`config.mk`:
```
export PLATFORM = sky130hd
export DESIGN_NAME = fetch_ctrl_flat
export DESIGN_NICKNAME = d
export VERILOG_FILES = /design/src/rtl/fetch_ctrl_if.sv /design/src/rtl/fetch_ctrl.sv /design/src/flat_wrapper.sv
export SDC_FILE = /design/constraint.sdc
export NUM_CORES = 1
export LEC_CHECK = 0
export BUFFER_PORTS_ARGS = -buffer_cell sky130_fd_sc_hd__buf_2
export CORE_UTILIZATION = 35
export DETAILED_ROUTE_END_ITERATION = 8
export HOLD_SLACK_MARGIN = 0.02
export PLACE_DENSITY_LB_ADDON = 0.1
export SLEW_MARGIN = 20
export SYNTH_ARGS = -nofsm -noshare
export SYNTH_HDL_FRONTEND = slang
export SYNTH_SLANG_ARGS = --single-unit
```
`constraint.sdc`:
```
create_clock -name clk -period 2.9 [get_ports clk]
set_input_delay 0.58 -clock clk [delete_from_list [all_inputs] [get_ports clk]]
set_output_delay 0.58 -clock clk [all_outputs]
set_load 0.005 [all_outputs]
```
`src/rtl/fetch_ctrl_if.sv`:
```
// Instruction-memory request/ready channel between the fetch controller and imem.
// The master drives the request and address; the slave returns ready and read data.
interface fetch_ctrl_if;
    logic        imem_req;
    logic [31:0] imem_addr;
    logic        imem_ready;
    logic [31:0] imem_rdata;

    modport master (
        output imem_req,
        output imem_addr,
        input  imem_ready,
        input  imem_rdata
    );

    modport slave (
        input  imem_req,
        input  imem_addr,
        output imem_ready,
        output imem_rdata
    );
endinterface

```
`src/rtl/fetch_ctrl.sv`:
```
// Instruction fetch sequencer: owns the PC and drives the imem handshake.
// It applies jump/exception redirects and parks one fetched word while decode stalls.
module fetch_ctrl #(
    parameter logic [31:0] RESET_PC = 32'h0000_0000
) (
    input  logic        clk,
    input  logic        rst_n,
    input  logic        i_stall,
    input  logic        i_jump,
    input  logic [31:0] i_c,
    input  logic        i_e_raised,
    input  logic [31:0] i_e_handling_addr,
    fetch_ctrl_if.master imem,
    output logic        o_if_valid,
    output logic [31:0] o_if_pc,
    output logic [31:0] o_if_pc4,
    output logic [31:0] o_if_inst
);
    typedef enum logic [1:0] {IDLE, REQ, HOLD, DRAIN} state_t;

    state_t      r_state, w_state_next;
    logic [31:0] r_pc, w_pc_next;
    logic [31:0] r_pend_pc, w_pend_pc_next;
    logic [31:0] r_buf, w_buf_next;
    logic [31:0] r_buf_pc, w_buf_pc_next;
    logic        r_if_valid, w_if_valid_next;
    logic [31:0] r_if_pc, w_if_pc_next;
    logic [31:0] r_if_inst, w_if_inst_next;

    logic        w_redir;
    logic [31:0] w_target;
    logic        w_accept;
    logic        w_load_fetch;
    logic        w_load_buf;

    assign w_redir  = i_jump | i_e_raised;
    assign w_target = i_jump ? i_c : i_e_handling_addr;
    assign w_accept = !r_if_valid || !i_stall;

    always_ff @(posedge clk or negedge rst_n) begin
        if (!rst_n) begin
            r_state    <= IDLE;
            r_pc       <= RESET_PC;
            r_pend_pc  <= 32'h0;
            r_buf      <= 32'h0;
            r_buf_pc   <= 32'h0;
            r_if_valid <= 1'b0;
            r_if_pc    <= 32'h0;
            r_if_inst  <= 32'h0;
        end else begin
            r_state    <= w_state_next;
            r_pc       <= w_pc_next;
            r_pend_pc  <= w_pend_pc_next;
            r_buf      <= w_buf_next;
            r_buf_pc   <= w_buf_pc_next;
            r_if_valid <= w_if_valid_next;
            r_if_pc    <= w_if_pc_next;
            r_if_inst  <= w_if_inst_next;
        end
    end

    always_comb begin
        w_state_next    = r_state;
        w_pc_next       = r_pc;
        w_pend_pc_next  = r_pend_pc;
        w_buf_next      = r_buf;
        w_buf_pc_next   = r_buf_pc;
        w_if_valid_next = r_if_valid;
        w_if_pc_next    = r_if_pc;
        w_if_inst_next  = r_if_inst;
        w_load_fetch    = 1'b0;
        w_load_buf      = 1'b0;
        imem.imem_req   = 1'b0;
        imem.imem_addr  = r_pc;

        unique case (r_state)
            IDLE: begin
                w_state_next = REQ;
                if (w_redir) w_pc_next = w_target;
            end
            REQ: begin
                imem.imem_req = 1'b1;
                if (w_redir) begin
                    // A redirect that cannot complete this cycle must wait out the old request.
                    if (imem.imem_ready) begin
                        w_pc_next = w_target;
                    end else begin
                        w_pend_pc_next = w_target;
                        w_state_next   = DRAIN;
                    end
                end else if (imem.imem_ready) begin
                    w_pc_next = r_pc + 32'd4;
                    if (w_accept) begin
                        w_load_fetch = 1'b1;
                    end else begin
                        w_buf_next    = imem.imem_rdata;
                        w_buf_pc_next = r_pc;
                        w_state_next  = HOLD;
                    end
                end
            end
            HOLD: begin
                if (w_redir) begin
                    w_pc_next    = w_target;
                    w_state_next = REQ;
                end else if (!i_stall) begin
                    w_load_buf   = 1'b1;
                    w_state_next = REQ;
                end
            end
            DRAIN: begin
                imem.imem_req = 1'b1;
                if (w_redir) w_pend_pc_next = w_target;
                if (imem.imem_ready) begin
                    w_pc_next    = w_redir ? w_target : r_pend_pc;
                    w_state_next = REQ;
                end
            end
            default: w_state_next = IDLE;
        endcase

        // Flush outranks both a fresh load and a decode stall.
        if (w_redir) begin
            w_if_valid_next = 1'b0;
        end else if (w_load_fetch) begin
            w_if_valid_next = 1'b1;
            w_if_pc_next    = r_pc;
            w_if_inst_next  = imem.imem_rdata;
        end else if (w_load_buf) begin
            w_if_valid_next = 1'b1;
            w_if_pc_next    = r_buf_pc;
            w_if_inst_next  = r_buf;
        end else if (!i_stall) begin
            w_if_valid_next = 1'b0;
        end
    end

    assign o_if_valid = r_if_valid;
    assign o_if_pc    = r_if_pc;
    assign o_if_pc4   = r_if_pc + 32'd4;
    assign o_if_inst  = r_if_inst;
endmodule

```
`src/flat_wrapper.sv`:
```
// flat-port wrapper written by rule: the top's interface ports become plain ports
module fetch_ctrl_flat 
#(
    parameter logic [31:0] RESET_PC = 32'h0000_0000
)
  (clk, rst_n, i_stall, i_jump, i_c, i_e_raised, i_e_handling_addr, o_if_valid, o_if_pc, o_if_pc4, o_if_inst, imem_imem_req, imem_imem_addr, imem_imem_ready, imem_imem_rdata);
  fetch_ctrl_if imem_i ();
  input  logic clk;
  input  logic rst_n;
  input  logic i_stall;
  input  logic i_jump;
  input  logic [31:0] i_c;
  input  logic i_e_raised;
  input  logic [31:0] i_e_handling_addr;
  output logic o_if_valid;
  output logic [31:0] o_if_pc;
  output logic [31:0] o_if_pc4;
  output logic [31:0] o_if_inst;
  output wire logic [$bits(imem_i.imem_req)-1:0] imem_imem_req;
  output wire logic [$bits(imem_i.imem_addr)-1:0] imem_imem_addr;
  input wire logic [$bits(imem_i.imem_ready)-1:0] imem_imem_ready;
  input wire logic [$bits(imem_i.imem_rdata)-1:0] imem_imem_rdata;
  assign imem_imem_req = imem_i.imem_req;
  assign imem_imem_addr = imem_i.imem_addr;
  assign imem_i.imem_ready = imem_imem_ready;
  assign imem_i.imem_rdata = imem_imem_rdata;
  fetch_ctrl #(.RESET_PC(RESET_PC)) u_core (.clk(clk), .rst_n(rst_n), .i_stall(i_stall), .i_jump(i_jump), .i_c(i_c), .i_e_raised(i_e_raised), .i_e_handling_addr(i_e_handling_addr), .imem(imem_i), .o_if_valid(o_if_valid), .o_if_pc(o_if_pc), .o_if_pc4(o_if_pc4), .o_if_inst(o_if_inst));
endmodule
```
==> summary.md, run 1 <==
### Run status
• outcome: complete, no violations

### Routing
• number of remaining DRC errors: 0
• Routed WL: 28200 µm
• routed vias: 8095
• Routed wire per std cell: 17.5 µm
• number of routed nets with antenna violations: 0
• 1st-iter DRT viols: 479
• Vias/cell: 5.04
• Pre-Repair DR Iteration Count: 5

### Die
• Vert. Die Dim: 171 µm
• Std-Cell Rows: 61
• Core Area: 0.0279 mm²
• die width: 171 µm
• # IOs: 232
• initial cell density of the core: 0.358
• die footprint: 0.0293 mm²

### Synthesis
• fraction of the yosys area taken by sequential cells: 0.488
• share of synthesized registers carrying an async set or reset: 1.00
• parity-gate share of the synthesized area counting xor and xnor cells: 0.0385
• fraction of the mapped netlist area in compound gates: 0.134
• fraction of the mapped netlist area in adder cells: 0.00250
• combined area of all synthesized cells: 0.0100 mm²
• Primary FF master, synth: dfrtp_1
• synthesized flop and latch total: 195
• count of distinct cell types in the synthesized netlist: 56
• combinational family with the most area after synthesis: multiplexers
• count of warnings emitted by yosys: 0
• cells after synthesis: 994
• portion of netlist area occupied by mux cells: 0.173
• simple-gate area share of the yosys netlist: 0.129
• syn_nets: 1098
• average instance area after synthesis: 10.1 µm²
• number of enable-type register cells in the synthesized netlist: 0

### Job
• number of max-cap violations: 0

### Placed design
• gpl congestion: 0.770
• Port Buffer Count: 231
• Worst Setup Slack post-DPL: 0.244 ns
• post-detailed-placement half-perimeter wirelength: 19700 µm

### Power
• power per cell area: 576 mW/mm²
• total power consumption of the routed design: 7.10 mW
• Max VDD drop: 0.379 mV
• standby leakage power: 6.17 nW

### STA
• Tightest Pin Transition: 0.706 ns
• Worst Clk Skew: 0.0129 ns
• Min Clock Period, post-route: 2.79 ns
• number of setup violations in the final report: 0
• Slew headroom: 0.529
• final critical-path share of the clock period: 0.963
• unrepaired setup endpoints after global routing: true
• Final Hold Fails: 0
• Final WS setup: 0.106 ns
• worst hold slack after final layout: 0.173 ns
• Achievable Freq: 358 MHz
• TNS Setup: 0 ns
• max-slew violation total from the final report: 0

### Setup path
• Crit Reg-Reg Endpoint: u_core.imem.imem_addr[22]
• WS Path Type: reg2out
• type of element capturing the critical path: output port
• critical path fanouts, max: 4
• critical-path cell with the highest stage delay: or4_4
• depth of the worst register-to-register path: 7
• crit-path cells: nand4_1, or4_4, nor2_1, nand4_1, xnor2_1, buf_2
• crit-path most repeated cell: nand4_1
• Worst R2R Setup Slack: 0.74 ns
• source of the worst register-to-register timing path: u_core.imem.imem_addr[3]
• crit start category: flip-flop
• Largest stage delay, worst path: 0.58 ns
• Data arrival, critical path: 2.21 ns
• required time worst endpoint: 2.32 ns

### Final layout
• post-layout util: 0.442
• fraction of layout cells with a size suffix above 1: 0.311
• Syn-to-layout area delta: 23.3%
• final-stage net count: 1318
• antenna diode count: 0

### GRT
• GRT Overall Usage: 0.198
• first-pass GRT wire length: 44600 µm
• number of antenna violations at the first check in global routing: 0
• largest net degree at the start of global routing: 81
• grt total ovfl: 0
• via count of the first global-routing pass: 7598

### Clocking
• clock tree root driver cell: clkbuf_16
• H-tree lvl count: 4
• latest clock arrival within the worst-skew pair: 0.43 ns
• CTS clk-pin slew, worst paths: 0.08 ns
• TritonCTS clock tree: done
• Num CTS Buffers: 17
• worst-case clock buffer depth: 2
• # clock sinks: 195

### Min path
• Tightest Hold Check Type: in2async

report_power, final:
group          internal, mW  total [mW]  switching [mW]
Clock                  1.32        2.46            1.14
Combinational         0.591        1.26           0.668
Sequential             3.02        3.38           0.361
flip-flops by register name, indices dropped and copies added (netlist names):
register and count:
u_core.r_buf 32, u_core.imem.imem_addr 32, u_core.o_if_inst 32, u_core.o_if_pc 32, u_core.r_buf_pc 32, u_core.o_if_valid 1, u_core.r_state 2, u_core.r_pend_pc 32
cells in the final DEF (no fill, tap or decap), types with 4 or more instances in the layout:
master and count:
buf_2 230, dfrtp_1 194, nand2_1 144, o21ai_0 111
mux2i_1 100, mux2_2 65, a21oi_1 59, nor2_1 36
buf_4 36, nand3_1 29, xnor2_1 25, nand4_1 21
xor2_1 19, clkbuf_16 17, nor3_1 15, o221ai_1 15
o22ai_1 12, buf_12 6, and3_1 5, inv_1 5
and4_1 5, nor2b_1 4, a31oi_1 4, o22a_1 4
and2_1 4
stage by stage:
step	instance area (µm²)	cells
detailed placement	11700	1568
floorplan	10000	994
CTS	12300	1603
finish	12300	1605
global placement	11700	1568
global route	12300	1605
repair_timing:
item | 4_1_cts | 5_1_grt
endpoints found under the setup margin | 12 | 15
endpoints found under the hold margin | 0 | 0
setup buffers | 3 | 2
pin swaps | 2 | 2
resized for setup | 1 | 1
hold buffers | 0 | 0
how the worst max path moves through the flow:
stage | startpoint | to | slack (ns) | depth (start not counted)
after floorplan | u_core.o_if_pc[7] | o_if_pc4[29] | 0.57 | 5
after global placement | u_core.o_if_pc[10] | o_if_pc4[31] | 0.29 | 6
after detailed placement | u_core.o_if_pc[10] | o_if_pc4[31] | 0.24 | 6
after CTS | u_core.o_if_pc[13] | o_if_pc4[31] | 0.01 | 6
after global routing | u_core.o_if_pc[10] | o_if_pc4[29] | -0.11 | 6
final | u_core.o_if_pc[8] | o_if_pc4[21] | 0.11 | 6
logic make-up after synthesis:
family,count (synthesis)
adder cells (fa/ha/maj),2
flip-flops,195
buffers and inverters,78
XOR/XNOR,44
AO/OA/AOI/OAI,232
multiplexers,165
AND/OR/NAND/NOR,278
worst max-delay path, delay by kind of cell, from the launching register on:
family	cells	cell delay, ns
XOR/XNOR	1	0.14
flip-flops	1	0.35
AND/OR/NAND/NOR	4	1.16
buffers and inverters	1	0.13
synth_stat cells (5+ instances only):
cell type / instances / area, µm²
a21oi_1: 59 / 295
and3_1: 5 / 31.3
and4_1: 5 / 43.8
buf_2: 22 / 110
buf_4: 8 / 60.1
clkbuf_1: 41 / 154
dfrtp_1: 195 / 4880
inv_1: 5 / 18.8
mux2_2: 65 / 732
mux2i_1: 100 / 1000
nand2_1: 144 / 541
nand3_1: 30 / 150
nand4_1: 21 / 131
nor2_1: 36 / 135
nor3_1: 15 / 75.1
o21ai_0: 112 / 561
o221ai_1: 15 / 131
o22ai_1: 12 / 75.1
xnor2_1: 25 / 219
xor2_1: 19 / 166
per-layer routing:
layer	share of wire	vias to the layer above	wire length, µm	global-route usage
met5	0	-	0	0
met4	0.0065	0	183	0.0396
met3	0.044	11	1230	0.0322
met2	0.44	195	12400	0.293
met1	0.51	3884	14300	0.302
li1	-	4005	-	-
cell type report:
| class | count | area (µm²) |
|---|---|---|
| Fill cell | 2788 | 15600 |
| Sequential cell | 195 | 4880 |
| Multi-Input combinational cell | 721 | 4790 |
| Timing Repair Buffer | 273 | 1560 |
| Tap cell | 378 | 473 |
| Clock buffer | 18 | 439 |
| Clock inverter | 14 | 170 |
| Inverter | 6 | 22.5 |
(Power assumes the default switching activity.)
==> inputs of run 2 (changes only) <==
==> constraint.sdc (replaced) <==
create_clock -name clk -period 2.5 [get_ports clk]
set_input_delay 0.5 -clock clk [delete_from_list [all_inputs] [get_ports clk]]
set_output_delay 0.5 -clock clk [all_outputs]
set_load 0.005 [all_outputs]
==> summary.md, run 2 (synthesis results as in run 1) <==
### Power
• standby leakage power: 6.29 nW, +2.0%
• power per cell area: 655 mW/mm², +14%
• Max VDD drop: 0.407 mV, +7.4%

### Routing
• Vias/cell: 5.04, about the same
• routed vias: 8207, +1.4%
• 1st-iter DRT viols: 479, unchanged
• number of remaining DRC errors: 0, unchanged
• number of routed nets with antenna violations: 0, unchanged
• Routed wire per std cell: 17.5 µm, about the same
• Pre-Repair DR Iteration Count: 5, unchanged
• Routed WL: 28500 µm, +1.3%

### GRT
• GRT Overall Usage: 0.201, +0.00267
• first-pass GRT wire length: 45000 µm, +0.83%
• via count of the first global-routing pass: 7598, unchanged
• largest net degree at the start of global routing: 66, -19%
• grt total ovfl: 0, unchanged
• number of antenna violations at the first check in global routing: 0, unchanged

### Final layout
• Syn-to-layout area delta: 26.1%
• final-stage net count: 1340, +1.7%
• antenna diode count: 0, unchanged
• leading cell types in the layout, fill and taps excluded: 230 x buf_2, 193 x dfrtp_1, 142 x nand2_1, 111 x o21ai_0, 100 x mux2i_1
• most common library cell in the layout ignoring fill and taps: buf_2
• fraction of layout cells with a size suffix above 1: 0.331, +0.0201
• post-layout util: 0.451, +0.00981
• summed area of non-filler cells in the final layout: 0.0126 mm², +2.2%

### STA
• Tightest Pin Transition: 0.574 ns, -0.132 ns
• worst hold slack after final layout: 0.0362 ns, -0.137 ns
• final critical-path share of the clock period: 1.05
• number of setup violations in the final report: 14, +14
• unrepaired setup endpoints after global routing: true
• Worst Clk Skew: 0.0116 ns, -0.00126 ns
• max-slew violation total from the final report: 0, unchanged
• Final Hold Fails: 0, unchanged
• Slew headroom: 0.613, +0.0840
• Achievable Freq: 381 MHz
• Final WS setup: -0.126 ns, -0.232 ns
• Min Clock Period, post-route: 2.63 ns

### Clocking
• worst-case clock buffer depth: 2, unchanged
• H-tree lvl count: 4, unchanged
• TritonCTS clock tree: done
• latest clock arrival within the worst-skew pair: 0.44 ns, about the same
• Num CTS Buffers: 17, unchanged
• clock tree root driver cell: clkbuf_16
• CTS clk-pin slew, worst paths: 0.07 ns, about the same
• # clock sinks: 195, unchanged

### Setup path
• type of element capturing the critical path: output port
• required time worst endpoint: 2.00 ns, -0.32 ns
• crit-path cells: nand4_1, or4_4, nor4_4, nand4_1, xnor2_1, buf_2
• Largest stage delay, worst path: 0.54 ns, -0.04 ns
• critical path fanouts, max: 3, -1
• crit start category: flip-flop
• depth of the worst register-to-register path: 6, -1
• Data arrival, critical path: 2.13 ns, -0.08 ns
• WS Path Type: reg2out
• crit-path most repeated cell: nand4_1
• critical-path cell with the highest stage delay: or4_4

### Die
• Vert. Die Dim: 171 µm, unchanged
• Std-Cell Rows: 61, unchanged
• initial cell density of the core: 0.358, unchanged
• die width: 171 µm, unchanged
• Core Area: 0.0279 mm², unchanged
• # IOs: 232, unchanged
• die footprint: 0.0293 mm², unchanged

### Placed design
• post-detailed-placement half-perimeter wirelength: 20300 µm, +3.2%
• total cell area at the placement stage: 0.0119 mm², +2.1%
• gpl congestion: 0.785, +2.0%
• Port Buffer Count: 231, unchanged

### Run status
• outcome: complete, but fails checks
• failing checks: negative setup slack

### Job
• number of max-cap violations: 0, unchanged

### Min path
• Tightest Hold Check Type: in2async

==> run 2: final cells by class <==
cell class | count | area, µm²
timing repair buffer | 295 | 1790
fill | 2775 | 15300
clock inverter | 13 | 138
clock buffer | 19 | 453
multi-input combinational | 721 | 4850
inverter | 6 | 22.5
sequential | 195 | 4880
tap | 378 | 473
==> run 2: worst max-delay path: cells and delay by family (launching register included) <==
family	cells	cell delay [ns]
and+or+nand+nor	4	1.08
xor gates and xnor gates	1	0.14
DFF	1	0.35
buffers and inverters	1	0.13
==> run 2: where the power goes <==
group / leakage, nW / total (mW) / internal [mW] / switching (mW)
Combinational: 3.47 / 1.62 / 0.753 / 0.871
Clock: 0.284 / 2.78 / 1.47 / 1.32
Sequential: 2.54 / 3.85 / 3.50 / 0.347
==> run 2: metrics by stage <==
stage | worst slack (ns) | std cells | setup TNS (ns) | power (mW)
final | -0.126 | 1627 | -1.05 | 8.26
after global routing | -0.291 | 1627 | -3.31 | 8.71
after CTS | -0.202 | 1625 | -1.61 | 8.35
after detailed placement | 0.0568 | 1592 | 0 | 5.55
after global placement | 0.0859 | 1592 | 0 | 5.52
after floorplan | 0.249 | 994 | 0 | 4.64
==> run 2: metal layers <==
metal  routed length [µm]  GRT usage  up-vias
met4                  218     0.0462        0
met5                    0          0        -
li1                     -          -     4049
met2                12300      0.294      237
met1                14700      0.305     3910
met3                 1310     0.0338       11
==> run 2: timing repair <==
action                     CTS  global route
gates resized for setup      6            12
setup endpoints to repair   18            21
buffers inserted             1             2
pin swaps                   10             5
hold buffers                 0             0
==> run 2: worst paths after layout <==
| check | from | to | slack (ns) |
|---|---|---|---|
| max in group asynchronous | rst_n | u_core.r_buf_pc[26] | 1.74 |
| min | rst_n | u_core.o_if_inst[29] | 0.04 |
| min reg2reg | u_core.o_if_inst[20] | u_core.o_if_inst[20] | 0.48 |
| min in group clk | imem_imem_rdata[0] | u_core.r_buf[0] | 0.31 |
| max | u_core.o_if_pc[11] | o_if_pc4[29] | -0.13 |
| max reg2reg | u_core.imem.imem_addr[8] | u_core.imem.imem_addr[22] | 0.42 |
==> inputs of run 3 (changes only) <==
--- a/config.mk
+++ b/config.mk
@@ -10,6 +10,7 @@
 export DETAILED_ROUTE_END_ITERATION = 8
 export HOLD_SLACK_MARGIN = 0.02
 export PLACE_DENSITY_LB_ADDON = 0.1
+export RECOVER_POWER = 50
 export SLEW_MARGIN = 20
 export SYNTH_ARGS = -nofsm -noshare
 export SYNTH_HDL_FRONTEND = slang
==> summary.md, run 3 (synthesis results as in run 1) <==
### Power
• standby leakage power: 6.16 nW, -2.1%
• Max VDD drop: 0.406 mV, -0.29%
• power per cell area: 658 mW/mm², +0.55%

### Placed design
• post-detailed-placement half-perimeter wirelength: 20300 µm, unchanged
• total cell area at the placement stage: 0.0119 mm², unchanged
• Port Buffer Count: 231, unchanged
• Worst Setup Slack post-DPL: 0.0568 ns, unchanged
• gpl congestion: 0.785, unchanged

### GRT
• via count of the first global-routing pass: 7598, unchanged
• GRT Overall Usage: 0.201, unchanged
• largest net degree at the start of global routing: 66, unchanged
• grt total ovfl: 0, unchanged
• first-pass GRT wire length: 45000 µm, unchanged
• number of antenna violations at the first check in global routing: 0, unchanged

### STA
• Tightest Pin Transition: 1.50 ns, +0.924 ns
• worst hold slack after final layout: 0.304 ns, +0.268 ns
• number of setup violations in the final report: 14, unchanged
• Worst Clk Skew: 0.0108 ns, -0.000752 ns
• Final Hold Fails: 0, unchanged
• Final WS setup: -0.125 ns, +0.000304 ns
• Min Clock Period, post-route: 2.63 ns, -0.000304 ns
• Achievable Freq: 381 MHz, about the same
• final critical-path share of the clock period: 1.05, about the same
• Slew headroom: 0.00112, -0.612
• unrepaired setup endpoints after global routing: true
• max-slew violation total from the final report: 0, unchanged

### Final layout
• area taken by flip-flops and latches: 0.00488 mm², unchanged
• summed area of non-filler cells in the final layout: 0.0125 mm², -0.82%
• Syn-to-layout area delta: 25.0%
• most common library cell in the layout ignoring fill and taps: buf_2
• final-stage net count: 1340, unchanged
• fraction of layout cells with a size suffix above 1: 0.311, -0.0208
• leading cell types in the layout, fill and taps excluded: 208 x buf_2, 193 x dfrtp_1, 142 x nand2_1, 111 x o21ai_0, 100 x mux2i_1
• antenna diode count: 0, unchanged
• number of inserted filler cells in the final layout: 2796, +0.76%
• multi-input logic area: 0.00485 mm², unchanged

### Routing
• 1st-iter DRT viols: 496, +3.5%
• Pre-Repair DR Iteration Count: 5, unchanged
• routed vias: 8209, +0.024%
• number of routed nets with antenna violations: 0, unchanged
• Vias/cell: 5.05, about the same
• Routed wire per std cell: 17.5 µm, -0.10%
• number of remaining DRC errors: 0, unchanged
• Routed WL: 28500 µm, -0.10%

### Clocking
• CTS clk-pin slew, worst paths: 0.08 ns, about the same
• H-tree lvl count: 4, unchanged
• Num CTS Buffers: 17, unchanged
• latest clock arrival within the worst-skew pair: 0.44 ns, about the same
• clock tree root driver cell: clkbuf_16
• worst-case clock buffer depth: 2, unchanged
• TritonCTS clock tree: done
• # clock sinks: 195, unchanged
• total of hold buffers inserted after clock tree synthesis: 0, unchanged

### Die
• die width: 171 µm, unchanged
• Vert. Die Dim: 171 µm, unchanged
• initial cell density of the core: 0.358, unchanged
• Std-Cell Rows: 61, unchanged
• # IOs: 232, unchanged
• Core Area: 0.0279 mm², unchanged
• die footprint: 0.0293 mm², unchanged

### Run status
• failing checks: negative setup slack
• outcome: complete, but fails checks

### Min path
• Tightest Hold Check Type: in2reg

### Setup path
• Data arrival, critical path: 2.13 ns, about the same
• crit start category: flip-flop
• critical path fanouts, max: 3, unchanged
• crit-path cells: nand4_1, or4_4, nor4_4, nand3_2, xnor2_1, buf_2
• Largest stage delay, worst path: 0.54 ns, about the same
• WS Path Type: reg2out
• required time worst endpoint: 2.00 ns, about the same
• type of element capturing the critical path: output port
• critical-path cell with the highest stage delay: or4_4

### Job
• number of max-cap violations: 0, unchanged

-- run 3: stage by stage --
| stage | utilization | TNS [ns] | std cells | total power [mW] |
|---|---|---|---|---|
| 2_1_floorplan | - | 0 | 994 | 4.64 |
| 3_3_place_gp | 0.427 | 0 | 1592 | 5.52 |
| 3_5_place_dp | 0.427 | 0 | 1592 | 5.55 |
| 4_1_cts | 0.449 | -1.61 | 1625 | 8.35 |
| 5_1_grt | 0.448 | -6.15 | 1627 | 8.68 |
| 6_report | 0.448 | -1.11 | 1627 | 8.23 |
-- run 3: final timing paths --
check	from	endpoint	slack [ns]	depth (start not counted)
max	u_core.o_if_pc[11]	o_if_pc4[31]	-0.13	6
min	imem_imem_rdata[3]	u_core.r_buf[3]	0.30	2
max reg2reg	u_core.r_state[0]	u_core.imem.imem_addr[14]	0.03	5
min reg2reg	u_core.o_if_inst[20]	u_core.o_if_inst[20]	0.48	2
max in group asynchronous	rst_n	u_core.imem.imem_addr[13]	0.41	2
min in group asynchronous	rst_n	u_core.o_if_inst[29]	0.41	1
-- run 3: metal layers --
metal	up-vias	global-route usage	routed length (µm)	part of all wire
li1	4046	-	-	-
met1	3926	0.305	14700	0.51
met2	226	0.294	12300	0.43
met3	11	0.0338	1270	0.045
met4	0	0.0462	210	0.0074
met5	-	0	0	0
-- run 3: timing repair --
item | 4_1_cts | 5_1_grt
resized for setup | 6 | 12
setup endpoints to repair | 18 | 21
pin swaps | 10 | 5
buffers inserted | 1 | 2
-- run 3: final cells by class --
type / count / area share
Clock buffer: 19 / 0.0362
Inverter: 6 / 0.00180
Clock inverter: 13 / 0.0110
Timing Repair Buffer: 295 / 0.135
Multi-Input combinational cell: 721 / 0.388
Tap cell: 378 / 0.0378
Sequential cell: 195 / 0.390
-- run 3: report_power, final --
group	internal [mW]	switching (mW)	total (mW)
registers	3.50	0.348	3.85
clock network	1.47	1.32	2.78
logic	0.727	0.869	1.60
-- run 3: worst max-delay path, delay by kind of cell, from the launching register on --
kind                      cells  cell delay, ns
buffers and inverters         1            0.14
and+or+nand+nor               4            1.06
xor gates and xnor gates      1            0.15
DFF                           1            0.35
